<file path="config.mk">
export PLATFORM = sky130hd
export DESIGN_NAME = ctrl_pipe
export DESIGN_NICKNAME = d
export VERILOG_FILES = /design/src/rtl/ctrl_pkg.sv /design/src/rtl/ctrl_hazard.sv /design/src/rtl/ctrl_pipe.sv
export SDC_FILE = /design/constraint.sdc
export NUM_CORES = 1
export LEC_CHECK = 0
export CAP_MARGIN = 20
export CELL_PAD_IN_SITES_DETAIL_PLACEMENT = 1
export CELL_PAD_IN_SITES_GLOBAL_PLACEMENT = 1
export CORE_ASPECT_RATIO = 1.4
export CORE_MARGIN = 3
export CORE_UTILIZATION = 37
export DETAILED_ROUTE_END_ITERATION = 10
export PLACE_DENSITY_LB_ADDON = 0.1
export RECOVER_POWER = 100
export REMOVE_ABC_BUFFERS = 1
export SLEW_MARGIN = 20
export SYNTH_ARGS = -nofsm -noshare
export SYNTH_HDL_FRONTEND = slang
export SYNTH_SLANG_ARGS = --single-unit
</file>
<file path="constraint.sdc">
create_clock -name clk -period 3.5 [get_ports clk]
set_input_delay 0.35 -clock clk [delete_from_list [all_inputs] [get_ports clk]]
set_output_delay 0.35 -clock clk [all_outputs]
set_load 0.02 [all_outputs]
</file>
<file path="src/rtl/ctrl_pkg.sv">
`default_nettype none
// ============================================================================
// Module      : ctrl_pkg
// Description : Shared types for the control-signal pipeline. Holds the
//               per-stage control subsets, their bubble values and the
//               forwarding select encoding.
// Revision    : 1.0 - initial release
// ============================================================================
package ctrl_pkg;

  // Controls consumed in EX
  typedef struct packed {
    logic       alusrc;
    logic       regdst;
    logic [1:0] aluop;
  } ex_ctrl_t;

  // Controls consumed in MEM (memtoreg travels on to WB as well)
  typedef struct packed {
    logic memwrite;
    logic memtoreg;
    logic branch;
  } mem_ctrl_t;

  // Controls consumed in WB
  typedef struct packed {
    logic regwrite;
    logic memtoreg;
  } wb_ctrl_t;

  // Operand source select for the ALU inputs
  typedef enum logic [1:0] {
    FWD_RF  = 2'b00,
    FWD_WB  = 2'b01,
    FWD_MEM = 2'b10
  } fwd_sel_t;

  localparam ex_ctrl_t  EX_BUBBLE  = '0;
  localparam mem_ctrl_t MEM_BUBBLE = '0;
  localparam wb_ctrl_t  WB_BUBBLE  = '0;

endpackage
`default_nettype wire

</file>
<file path="src/rtl/ctrl_hazard.sv">
`default_nettype none
// ============================================================================
// Module      : ctrl_hazard
// Description : Combinational hazard detection for ctrl_pipe. Produces the
//               hazard stall request and the EX operand forwarding selects.
//               Build option CTRL_PIPE_FWD_EN: when defined, MEM/WB results
//               are forwarded and only load-use stalls; when undefined, no
//               forwarding and any RAW on an EX/MEM writer stalls.
// Revision    : 1.0 - initial release
// ============================================================================
module ctrl_hazard
  import ctrl_pkg::*;
#(
  parameter int REGW = 3
) (
  input  logic            id_valid_i,
  input  logic [REGW-1:0] id_rs_i,
  input  logic [REGW-1:0] id_rt_i,
  input  logic            ex_valid_i,
  input  logic            ex_memtoreg_i,
  input  logic            ex_regwrite_i,
  input  logic [REGW-1:0] ex_wreg_i,
  input  logic [REGW-1:0] ex_rs_i,
  input  logic [REGW-1:0] ex_rt_i,
  input  logic            mem_valid_i,
  input  logic            mem_regwrite_i,
  input  logic [REGW-1:0] mem_wreg_i,
  input  logic            wb_valid_i,
  input  logic            wb_regwrite_i,
  input  logic [REGW-1:0] wb_wreg_i,
  output logic            haz_stall_o,
  output fwd_sel_t        fwd_a_o,
  output fwd_sel_t        fwd_b_o
);

  // A stage is a result producer only if it is real, writes, and targets
  // something other than r0 (r0 is hardwired and never a source).
  logic ex_writes_w;
  logic mem_writes_w;
  logic ex_hits_id_w;
  logic lu_w;

  assign ex_writes_w  = ex_valid_i & ex_regwrite_i & (ex_wreg_i != '0);
  assign mem_writes_w = mem_valid_i & mem_regwrite_i & (mem_wreg_i != '0);
  assign ex_hits_id_w = ex_writes_w & ((ex_wreg_i == id_rs_i) | (ex_wreg_i == id_rt_i));
  assign lu_w         = id_valid_i & ex_memtoreg_i & ex_hits_id_w;

`ifdef CTRL_PIPE_FWD_EN
  logic wb_writes_w;
  assign wb_writes_w = wb_valid_i & wb_regwrite_i & (wb_wreg_i != '0);

  // Only a load result is too late to forward into the next instruction
  assign haz_stall_o = lu_w;

  // MEM holds the younger result, so it wins over WB
  always_comb begin
    fwd_a_o = FWD_RF;
    fwd_b_o = FWD_RF;
    if (mem_writes_w && (mem_wreg_i == ex_rs_i))     fwd_a_o = FWD_MEM;
    else if (wb_writes_w && (wb_wreg_i == ex_rs_i))  fwd_a_o = FWD_WB;
    if (mem_writes_w && (mem_wreg_i == ex_rt_i))     fwd_b_o = FWD_MEM;
    else if (wb_writes_w && (wb_wreg_i == ex_rt_i))  fwd_b_o = FWD_WB;
  end
`else
  logic mem_hits_id_w;
  logic unused_w;

  assign mem_hits_id_w = mem_writes_w & ((mem_wreg_i == id_rs_i) | (mem_wreg_i == id_rt_i));

  // Without forwarding the reader waits until its producer reaches WB,
  // where the regfile write lands in the first half of the cycle.
  assign haz_stall_o = lu_w | (id_valid_i & (ex_hits_id_w | mem_hits_id_w));
  assign fwd_a_o     = FWD_RF;
  assign fwd_b_o     = FWD_RF;
  assign unused_w    = ^{ex_rs_i, ex_rt_i, wb_valid_i, wb_regwrite_i, wb_wreg_i};
`endif

endmodule
`default_nettype wire

</file>
<file path="src/rtl/ctrl_pipe.sv">
`default_nettype none
// ============================================================================
// Module      : ctrl_pipe
// Description : Control-signal pipeline downstream of maindec. Carries the
//               decoded control word through ID/EX, EX/MEM and MEM/WB with
//               destination tracking, and resolves branch/jump redirect,
//               bubble insertion and hazard stalls.
//               Build option CTRL_PIPE_FWD_EN enables operand forwarding
//               (see ctrl_hazard).
// Revision    : 1.0 - initial release
// ============================================================================
module ctrl_pipe
  import ctrl_pkg::*;
#(
  parameter int REGW = 3
) (
  input  logic            clk,
  input  logic            rst_n,
  input  logic            id_valid_i,
  input  logic            memtoreg_i,
  input  logic            memwrite_i,
  input  logic            branch_i,
  input  logic            alusrc_i,
  input  logic            regdst_i,
  input  logic            regwrite_i,
  input  logic            jump_i,
  input  logic [1:0]      aluop_i,
  input  logic [REGW-1:0] id_rs_i,
  input  logic [REGW-1:0] id_rt_i,
  input  logic [REGW-1:0] id_rd_i,
  input  logic            ex_zero_i,
  input  logic            stall_i,
  output logic            ex_alusrc_o,
  output logic            ex_regdst_o,
  output logic [1:0]      ex_aluop_o,
  output logic            mem_memwrite_o,
  output logic            mem_memtoreg_o,
  output logic            wb_regwrite_o,
  output logic            wb_memtoreg_o,
  output logic [REGW-1:0] wb_wreg_o,
  output logic            pcsrc_o,
  output logic            jump_o,
  output logic            hold_o,
  output logic [1:0]      fwd_a_o,
  output logic [1:0]      fwd_b_o
);

  // ---------------- stage registers ----------------
  logic            ex_valid_q,  ex_valid_d;
  ex_ctrl_t        ex_ex_q,     ex_ex_d;
  mem_ctrl_t       ex_mem_q,    ex_mem_d;
  wb_ctrl_t        ex_wb_q,     ex_wb_d;
  logic            ex_jump_q,   ex_jump_d;
  logic [REGW-1:0] ex_rs_q,     ex_rs_d;
  logic [REGW-1:0] ex_rt_q,     ex_rt_d;
  logic [REGW-1:0] ex_rd_q,     ex_rd_d;

  logic            mem_valid_q, mem_valid_d;
  mem_ctrl_t       mem_mem_q,   mem_mem_d;
  wb_ctrl_t        mem_wb_q,    mem_wb_d;
  logic [REGW-1:0] mem_wreg_q,  mem_wreg_d;
  logic            mem_zero_q,  mem_zero_d;

  logic            wb_valid_q,  wb_valid_d;
  wb_ctrl_t        wb_wb_q,     wb_wb_d;
  logic [REGW-1:0] wb_wreg_q,   wb_wreg_d;

  // ---------------- combinational helpers ----------------
  ex_ctrl_t        id_ex_w;
  mem_ctrl_t       id_mem_w;
  wb_ctrl_t        id_wb_w;
  logic [REGW-1:0] ex_wreg_w;
  logic            pcsrc_w;
  logic            jump_w;
  logic            haz_stall_w;
  logic            hold_req_w;
  fwd_sel_t        fwd_a_w;
  fwd_sel_t        fwd_b_w;

  // Invalid ID slots enter EX as clean bubbles so nothing can leak later
  assign id_ex_w  = id_valid_i ? ex_ctrl_t'{alusrc: alusrc_i, regdst: regdst_i, aluop: aluop_i}
                               : EX_BUBBLE;
  assign id_mem_w = id_valid_i ? mem_ctrl_t'{memwrite: memwrite_i, memtoreg: memtoreg_i,
                                             branch: branch_i}
                               : MEM_BUBBLE;
  assign id_wb_w  = id_valid_i ? wb_ctrl_t'{regwrite: regwrite_i, memtoreg: memtoreg_i}
                               : WB_BUBBLE;

  assign ex_wreg_w  = ex_ex_q.regdst ? ex_rd_q : ex_rt_q;
  assign pcsrc_w    = mem_valid_q & mem_mem_q.branch & mem_zero_q;
  assign jump_w     = ex_valid_q & ex_jump_q;
  assign hold_req_w = haz_stall_w | stall_i;

  ctrl_hazard #(
    .REGW (REGW)
  ) u_hazard (
    .id_valid_i     (id_valid_i),
    .id_rs_i        (id_rs_i),
    .id_rt_i        (id_rt_i),
    .ex_valid_i     (ex_valid_q),
    .ex_memtoreg_i  (ex_mem_q.memtoreg),
    .ex_regwrite_i  (ex_wb_q.regwrite),
    .ex_wreg_i      (ex_wreg_w),
    .ex_rs_i        (ex_rs_q),
    .ex_rt_i        (ex_rt_q),
    .mem_valid_i    (mem_valid_q),
    .mem_regwrite_i (mem_wb_q.regwrite),
    .mem_wreg_i     (mem_wreg_q),
    .wb_valid_i     (wb_valid_q),
    .wb_regwrite_i  (wb_wb_q.regwrite),
    .wb_wreg_i      (wb_wreg_q),
    .haz_stall_o    (haz_stall_w),
    .fwd_a_o        (fwd_a_w),
    .fwd_b_o        (fwd_b_w)
  );

  // Next-state priority: branch flush, then jump, then stall, else advance
  always_comb begin
    wb_valid_d  = mem_valid_q;
    wb_wb_d     = mem_wb_q;
    wb_wreg_d   = mem_wreg_q;

    mem_valid_d = ex_valid_q;
    mem_mem_d   = ex_mem_q;
    mem_wb_d    = ex_wb_q;
    mem_wreg_d  = ex_wreg_w;
    mem_zero_d  = ex_valid_q & ex_zero_i;

    ex_valid_d  = id_valid_i;
    ex_ex_d     = id_ex_w;
    ex_mem_d    = id_mem_w;
    ex_wb_d     = id_wb_w;
    ex_jump_d   = id_valid_i & jump_i;
    ex_rs_d     = id_valid_i ? id_rs_i : '0;
    ex_rt_d     = id_valid_i ? id_rt_i : '0;
    ex_rd_d     = id_valid_i ? id_rd_i : '0;

    // A taken branch also kills the instruction currently in EX
    if (pcsrc_w) begin
      mem_valid_d = 1'b0;
      mem_mem_d   = MEM_BUBBLE;
      mem_wb_d    = WB_BUBBLE;
      mem_wreg_d  = '0;
      mem_zero_d  = 1'b0;
    end

    if (pcsrc_w || jump_w || hold_req_w) begin
      ex_valid_d = 1'b0;
      ex_ex_d    = EX_BUBBLE;
      ex_mem_d   = MEM_BUBBLE;
      ex_wb_d    = WB_BUBBLE;
      ex_jump_d  = 1'b0;
      ex_rs_d    = '0;
      ex_rt_d    = '0;
      ex_rd_d    = '0;
    end
  end

  // Stage registers; reset drops every in-flight instruction
  always_ff @(posedge clk or negedge rst_n) begin
    if (!rst_n) begin
      ex_valid_q  <= 1'b0;
      ex_ex_q     <= EX_BUBBLE;
      ex_mem_q    <= MEM_BUBBLE;
      ex_wb_q     <= WB_BUBBLE;
      ex_jump_q   <= 1'b0;
      ex_rs_q     <= '0;
      ex_rt_q     <= '0;
      ex_rd_q     <= '0;
      mem_valid_q <= 1'b0;
      mem_mem_q   <= MEM_BUBBLE;
      mem_wb_q    <= WB_BUBBLE;
      mem_wreg_q  <= '0;
      mem_zero_q  <= 1'b0;
      wb_valid_q  <= 1'b0;
      wb_wb_q     <= WB_BUBBLE;
      wb_wreg_q   <= '0;
    end else begin
      ex_valid_q  <= ex_valid_d;
      ex_ex_q     <= ex_ex_d;
      ex_mem_q    <= ex_mem_d;
      ex_wb_q     <= ex_wb_d;
      ex_jump_q   <= ex_jump_d;
      ex_rs_q     <= ex_rs_d;
      ex_rt_q     <= ex_rt_d;
      ex_rd_q     <= ex_rd_d;
      mem_valid_q <= mem_valid_d;
      mem_mem_q   <= mem_mem_d;
      mem_wb_q    <= mem_wb_d;
      mem_wreg_q  <= mem_wreg_d;
      mem_zero_q  <= mem_zero_d;
      wb_valid_q  <= wb_valid_d;
      wb_wb_q     <= wb_wb_d;
      wb_wreg_q   <= wb_wreg_d;
    end
  end

  // ---------------- outputs ----------------
  assign ex_alusrc_o    = ex_ex_q.alusrc;
  assign ex_regdst_o    = ex_ex_q.regdst;
  assign ex_aluop_o     = ex_ex_q.aluop;
  assign mem_memwrite_o = mem_mem_q.memwrite;
  assign mem_memtoreg_o = mem_mem_q.memtoreg;
  assign wb_regwrite_o  = wb_wb_q.regwrite;
  assign wb_memtoreg_o  = wb_wb_q.memtoreg;
  assign wb_wreg_o      = wb_wreg_q;
  assign pcsrc_o        = pcsrc_w;
  assign jump_o         = jump_w;
  // A redirect already discards the ID instruction, so it overrides a hold;
  // stall_i is masked during reset so every output reads 0 there.
  assign hold_o         = rst_n & hold_req_w & ~pcsrc_w & ~jump_w;
  assign fwd_a_o        = fwd_a_w;
  assign fwd_b_o        = fwd_b_w;

endmodule
`default_nettype wire
</file>
==> out/results.tsv, run 1 <==
metric	value	unit
finalNonFillerCells	196	
fin_skew	0.005817	ns
yosysMostFrequentCell	dfrtp_1	
yosys.area.top_type	dfrtp_1	
dp_hpwl	2282	um
hold_viol	0	
fin_crit	2.965	ns
crit_chain	mux2i_1, xor2_1, nand4_1, a31oi_1, o211a_1, dlygate4sd3_1	
num_vias	950	
cts.clk_slew.worst_paths	0.06	ns
end_kind	primary output	
power_density	502.4	nW/um^2
dieHeight	75.73	um
r2r-end	ex_rt_q[2]	
cts.path.max_buffers	2	
synth_seq_cells	30	
antenna_cells	0	
syn_avg_cell_area	11.08	um^2
final-setup-viol-count	0	
cts_tree	built	
grtUsageTotal	16.14	%
min_period_over_period	84.70	%
ys_seq_area_share	58.42	%
layout-drive-gt1-share	10.83	%
yosysWarningCount	0	
finalWirelength	3038	um
min_to	wb_memtoreg_o	
power	897.6	uW
min-delay-start	mem_memtoreg_o	
cts_root_buf	clkbuf_8	
viasPerCell	4.847	
violations	capacitance limit, slew limit	
area_delta_synth_final	39.05	%
synthTopCellsByCount	dfrtp_1 (30), nand3_1 (12), nor2_1 (12)	
grt_pass1_wl	5043	um
cts_made_buffers	5	
fmax	0.3373	GHz
ys_async_sr_fraction	100.0	%
yosys.area.top_type_share	58.42	%
synth_flop_cell	dfrtp_1	
path_max_fanout	6	
dp.cells	188	
r2r_setup_slack	1.27	ns
drtAntennaViolNets	0	
required	3.15	ns
rsz0062_at_grt	false	
reg2reg_from	ex_regdst_o	
gr-total-overflow	0	
r2r_cells	5	
slew_violations	31	
clk_latency	0.28	ns
slowest_stage	dlygate4sd3_1	
leakage	0.0008946	uW
drc	0	
die_w	55.81	um
htreeDepth	2	
first_global_vias	1053	
final_area	1787	um^2
wl_per_cell	15.50	um
antenna_found_initial	0	
synth_edf_count	0	
grt_max_degree	31	
place_area	1660	um^2
path_delay_family	buffers and inverters	
io_buffers	36	
relSlewSlack	-4.673	%
fillCellCount	364	
gp_congestion	0.7612	
die_area	4226	um^2
max_stage_delay	0.67	ns
drtPass1Iterations	4	
drtIter0Drc	4	
synthTopCellsByArea	dfrtp_1 (58%), xor2_1 (4.8%), nand3_1 (4.7%)	
drv_cap	1	
yosysUniqueCellTypes	27	
cts-resized-gates	0	
tightest_slew	1.570	ns
regArea	750.7	um^2
syn_area	1285	um^2
cts.sinks	30	
peakVddDrop	0.2956	mV
floorplan.initialDensity	39.99	%
worst-setup-path-type	flip-flop to primary output	
critPathLaunchType	flip-flop	
tns	0	ns
hold_path.class	flip-flop to flip-flop	
placementRows	24	
cts_hold_buf	0	
syn_inst	116	
hold_path_depth	0	
status	complete, but fails checks	
fin_nets	179	
arrival	2.61	ns
multi_input_area	450.4	um^2
crit_buf_inv	1	
core_area	3213	um^2
holdWs	0.3693	ns
io_pins	41	
post_cts_buffers	0	
-- layout by cell type, fill, tap and decap left out, types with 2 or more instances in the layout --
cell type and instances:
dfrtp_1 30, nor2_1 12, nand2_1 4, nor2_2 5, a211oi_1 2, dlygate4sd3_1 15, nor3_1 5, and2_1 4
nand3_1 13, xor2_1 7, clkdlybuf4s50_1 21, mux2i_1 3, and2_0 2, or2_2 2, xnor2_1 3, bufinv_16 2
conb_1 4, clkbuf_8 6, inv_1 6
-- how the worst max path moves through the flow --
stage,startpoint,end,slack [ns],cells past startpoint
floorplan,ex_regdst_o,hold_o,1.52,5
global placement,id_rs_i[1],hold_o,0.64,7
detailed placement,id_rt_i[1],hold_o,0.62,7
CTS,ex_regdst_o,hold_o,0.50,6
global route,ex_regdst_o,hold_o,0.38,6
finish,ex_regdst_o,hold_o,0.54,6
-- sequential cells by signal, summed over array words and instances, names as in the netlist --
register and cells:
wb_memtoreg_o 1, mem_wb_q 1, mem_memtoreg_o 1, ex_alusrc_o 1
ex_wb_q 1, ex_aluop_o 2, ex_regdst_o 1, ex_valid_q 1
ex_rd_q 3, wb_regwrite_o 1, mem_valid_q 1, ex_mem_q 3
mem_wreg_q 3, mem_mem_q 1, mem_zero_q 1, ex_rt_q 3
mem_memwrite_o 1, wb_wreg_o 3, ex_jump_q 1
-- stage by stage --
step	utilization [%]	setup WS, ns
after floorplan	-	1.518
after global placement	51.67	0.6363
after detailed placement	51.67	0.6188
after CTS	56.11	0.4986
after global routing	55.61	0.3804
final	55.61	0.5354
-- worst reg2reg max path, delay by kind of cell (launching register included) --
family,cells,cell delay [ns]
xor+xnor,1,0.16
flops,1,0.47
mux,1,0.46
simple gates,3,1.05
-- cell type report --
cell class	instances	share of cell area, %
clock buffer	6	4.622
timing repair buffer	38	20.80
sequential	30	42.02
clock inverter	2	3.361
tap	39	2.731
inverter	6	1.261
multi-input combinational	75	25.21
-- per-layer routing --
layer | track usage, % | routed length [um] | share of wire, %
met3 | 5.763 | 171 | 5.6
met2 | 29.21 | 1674 | 55
met5 | 0 | 0 | 0
met1 | 16.68 | 1122 | 37
met4 | 8.108 | 69 | 2.3
-- report_power, final --
part | switching, uW | leakage, uW | internal [uW]
Combinational | 46.8 | 0.000420 | 45.0
Sequential | 8.26 | 0.000403 | 361
Clock | 133 | 0.0000714 | 304
-- logic make-up (layout without fill, tap and decap cells) --
kind of cell / count (synthesis) / count (layout) / share of synthesized area [%]
AO/OA/AOI/OAI: 6 / 6 / 3.602
multiplexers: 3 / 3 / 2.337
flip-flops: 30 / 30 / 58.42
XOR/XNOR: 10 / 10 / 6.816
other: 1 / 4 / 0.2918
AND/OR/NAND/NOR: 52 / 52 / 22.10
buffers and inverters: 14 / 52 / 6.427
(Power assumes the default switching activity.)
==> run 2, diff against run 1 <==
--- a/config.mk
+++ b/config.mk
@@ -10,7 +10,7 @@
 export CELL_PAD_IN_SITES_GLOBAL_PLACEMENT = 1
 export CORE_ASPECT_RATIO = 1.4
 export CORE_MARGIN = 3
-export CORE_UTILIZATION = 37
+export CORE_UTILIZATION = 34
 export DETAILED_ROUTE_END_ITERATION = 10
 export PLACE_DENSITY_LB_ADDON = 0.1
 export RECOVER_POWER = 100
==> constraint.sdc (replaced) <==
create_clock -name clk -period 2.9 [get_ports clk]
set_input_delay 0.29 -clock clk [delete_from_list [all_inputs] [get_ports clk]]
set_output_delay 0.29 -clock clk [all_outputs]
set_load 0.02 [all_outputs]
==> run 2 against run 1 <==
Compared with the run above:
- the flow still finishes with violations (capacitance limit, slew limit)
- critical endpoint unchanged
- first-iteration DRC count rose to 4.3 times the previous value
- hold slack better by 0.0068 ns
- register-to-register slack worse by 0.64 ns
==> out/results.tsv, run 2 (synthesized netlist as in run 1, its figures left out) <==
metric	value	unit	change
rsz0062_at_grt	false		
fin_skew	0.008085	ns	+0.002268 ns
min_to	wb_memtoreg_o		
cts_root_buf	clkbuf_8		
layout_common_cells	dfrtp_1 (30), clkdlybuf4s50_1 (21), dlygate4sd3_1 (14)		
grt_pass1_wl	5099	um	+1.1%
drtAntennaViolNets	0		unchanged
min_period_over_period	85.92	%	
worst-setup-path-type	flip-flop to primary output		
die_w	57.96	um	+3.9%
cts.clk_slew.worst_paths	0.06	ns	about the same
area_delta_synth_final	42.06	%	
tns	0	ns	unchanged
clk_latency	0.28	ns	about the same
setup_ws	0.4084	ns	-0.1270 ns
fin_crit	2.492	ns	
final_area	1826	um^2	+2.2%
cts_made_buffers	5		unchanged
path_max_fanout	6		unchanged
drtPass1Iterations	2		-2
power_density	594.0	nW/um^2	+18%
final-setup-viol-count	0		unchanged
min-delay-start	mem_memtoreg_o		
htreeDepth	2		unchanged
placementRows	25		+4.2%
viasPerCell	4.893		+0.96%
gr-total-overflow	0		unchanged
relSlewSlack	-5.098	%	-0.42 points
floorplan.initialDensity	36.68	%	-3.3 points
tightest_slew	1.576	ns	+0.006372 ns
antenna_found_initial	0		unchanged
final_common_cell	dfrtp_1		
wl_per_cell	15.80	um	+1.9%
final_util	52.11	%	-3.5 points
dieHeight	78.74	um	+4.0%
core_area	3503	um^2	+9.0%
dp_hpwl	2426	um	+6.3%
r2r-end	ex_rt_q[0]		
hold_viol	0		unchanged
io_buffers	36		unchanged
r2r_setup_slack	0.63	ns	-0.64 ns
cts.path.max_buffers	2		unchanged
drc	0		unchanged
drtIter0Drc	17		+13
r2r_cells	5		unchanged
grtUsageTotal	15.14	%	-1.0 points
gp_congestion	0.7109		-6.6%
end_kind	primary output		
num_vias	964		+1.5%
first_global_vias	1096		+4.1%
slew_violations	31		unchanged
antenna_cells	0		unchanged
fillCellCount	420		+15%
dp.cells	189		+0.53%
dp_slack	0.03099	ns	-0.5878 ns
layout-drive-gt1-share	13.38	%	+2.5 points
cts_tree	built		
critPathLaunchType	flip-flop		
drv_cap	1		unchanged
place_area	1662	um^2	about the same
leakage	0.0008926	uW	-0.22%
grt_max_degree	31		unchanged
violations	capacitance limit, slew limit		
fin_nets	179		unchanged
status	complete, but fails checks		
hold_path_depth	0		unchanged
peakVddDrop	0.4320	mV	+46%
cts.sinks	30		unchanged
arrival	2.20	ns	-0.41 ns
reg2reg_from	ex_regdst_o		
required	2.61	ns	-0.54 ns
io_pins	41		unchanged
finalWirelength	3113	um	+2.5%
die_area	4563	um^2	+8.0%
fmax	0.4014	GHz	
finalNonFillerCells	197		+0.51%
hold_path.class	flip-flop to flip-flop		
run 2: area by class of cell:
class	instances	area [um^2]	share of cell area, %
multi-input combinational	75	494.2	27.07
sequential	30	750.7	41.12
tap	40	50.05	2.742
timing repair buffer	38	365.4	20.01
clock buffer	6	82.58	4.524
inverter	6	22.52	1.234
clock inverter	2	60.06	3.290
run 2: worst max-delay path by stage:
stage	startpoint	end	slack [ns]	cells after the start
global route	ex_regdst_o	hold_o	0.28	6
global placement	id_rt_i[1]	hold_o	0.15	7
detailed placement	id_rs_i[1]	hold_o	0.03	7
finish	ex_regdst_o	hold_o	0.41	6
floorplan	ex_regdst_o	hold_o	0.98	5
CTS	id_rs_i[1]	hold_o	0.02	7
run 2: what timing repair did:
item | CTS | global route
pin swaps | 0 | 1
gates resized for setup | 4 | 6
endpoints found under the setup margin | 1 | 1
hold buffers | 0 | 0
buffers inserted | 0 | 0
hold endpoints to repair | 0 | 0
run 2: per-layer routing:
layer | GRT usage, % | vias up | wire length, um | part of all wire, %
li1 | - | 455 | - | -
met1 | 14.29 | 475 | 1127 | 36
met2 | 28.51 | 26 | 1780 | 57
met3 | 5.041 | 8 | 156 | 5.0
met4 | 6.729 | 0 | 49 | 1.6
met5 | 0 | - | 0 | 0
run 2: report_power, final:
part / switching (uW) / internal (uW) / leakage [uW]
Sequential: 13.1 / 436 / 0.000403
Combinational: 56.6 / 56.6 / 0.000418
Clock: 155 / 366 / 0.0000714
Total: 225 / 859 / 0.000893
run 2: worst max-delay path: stages, from the launching register on:
cell      delay, ns
dfrtp_1        0.61
mux2i_4        0.37
xnor2_1        0.16
nand4_2        0.15
a31oi_2        0.24
o211a_1        0.17
clkbuf_1       0.22
run 2: per-stage QoR:
| stage | power, uW | hold slack, ns |
|---|---|---|
| after detailed placement | 570.4 | 0.3684 |
| after floorplan | 501.2 | -0.005591 |
| after global placement | 564.7 | 0.3581 |
| after global routing | 1133 | 0.3811 |
| final | 1084 | 0.3762 |
| after CTS | 1098 | 0.3832 |
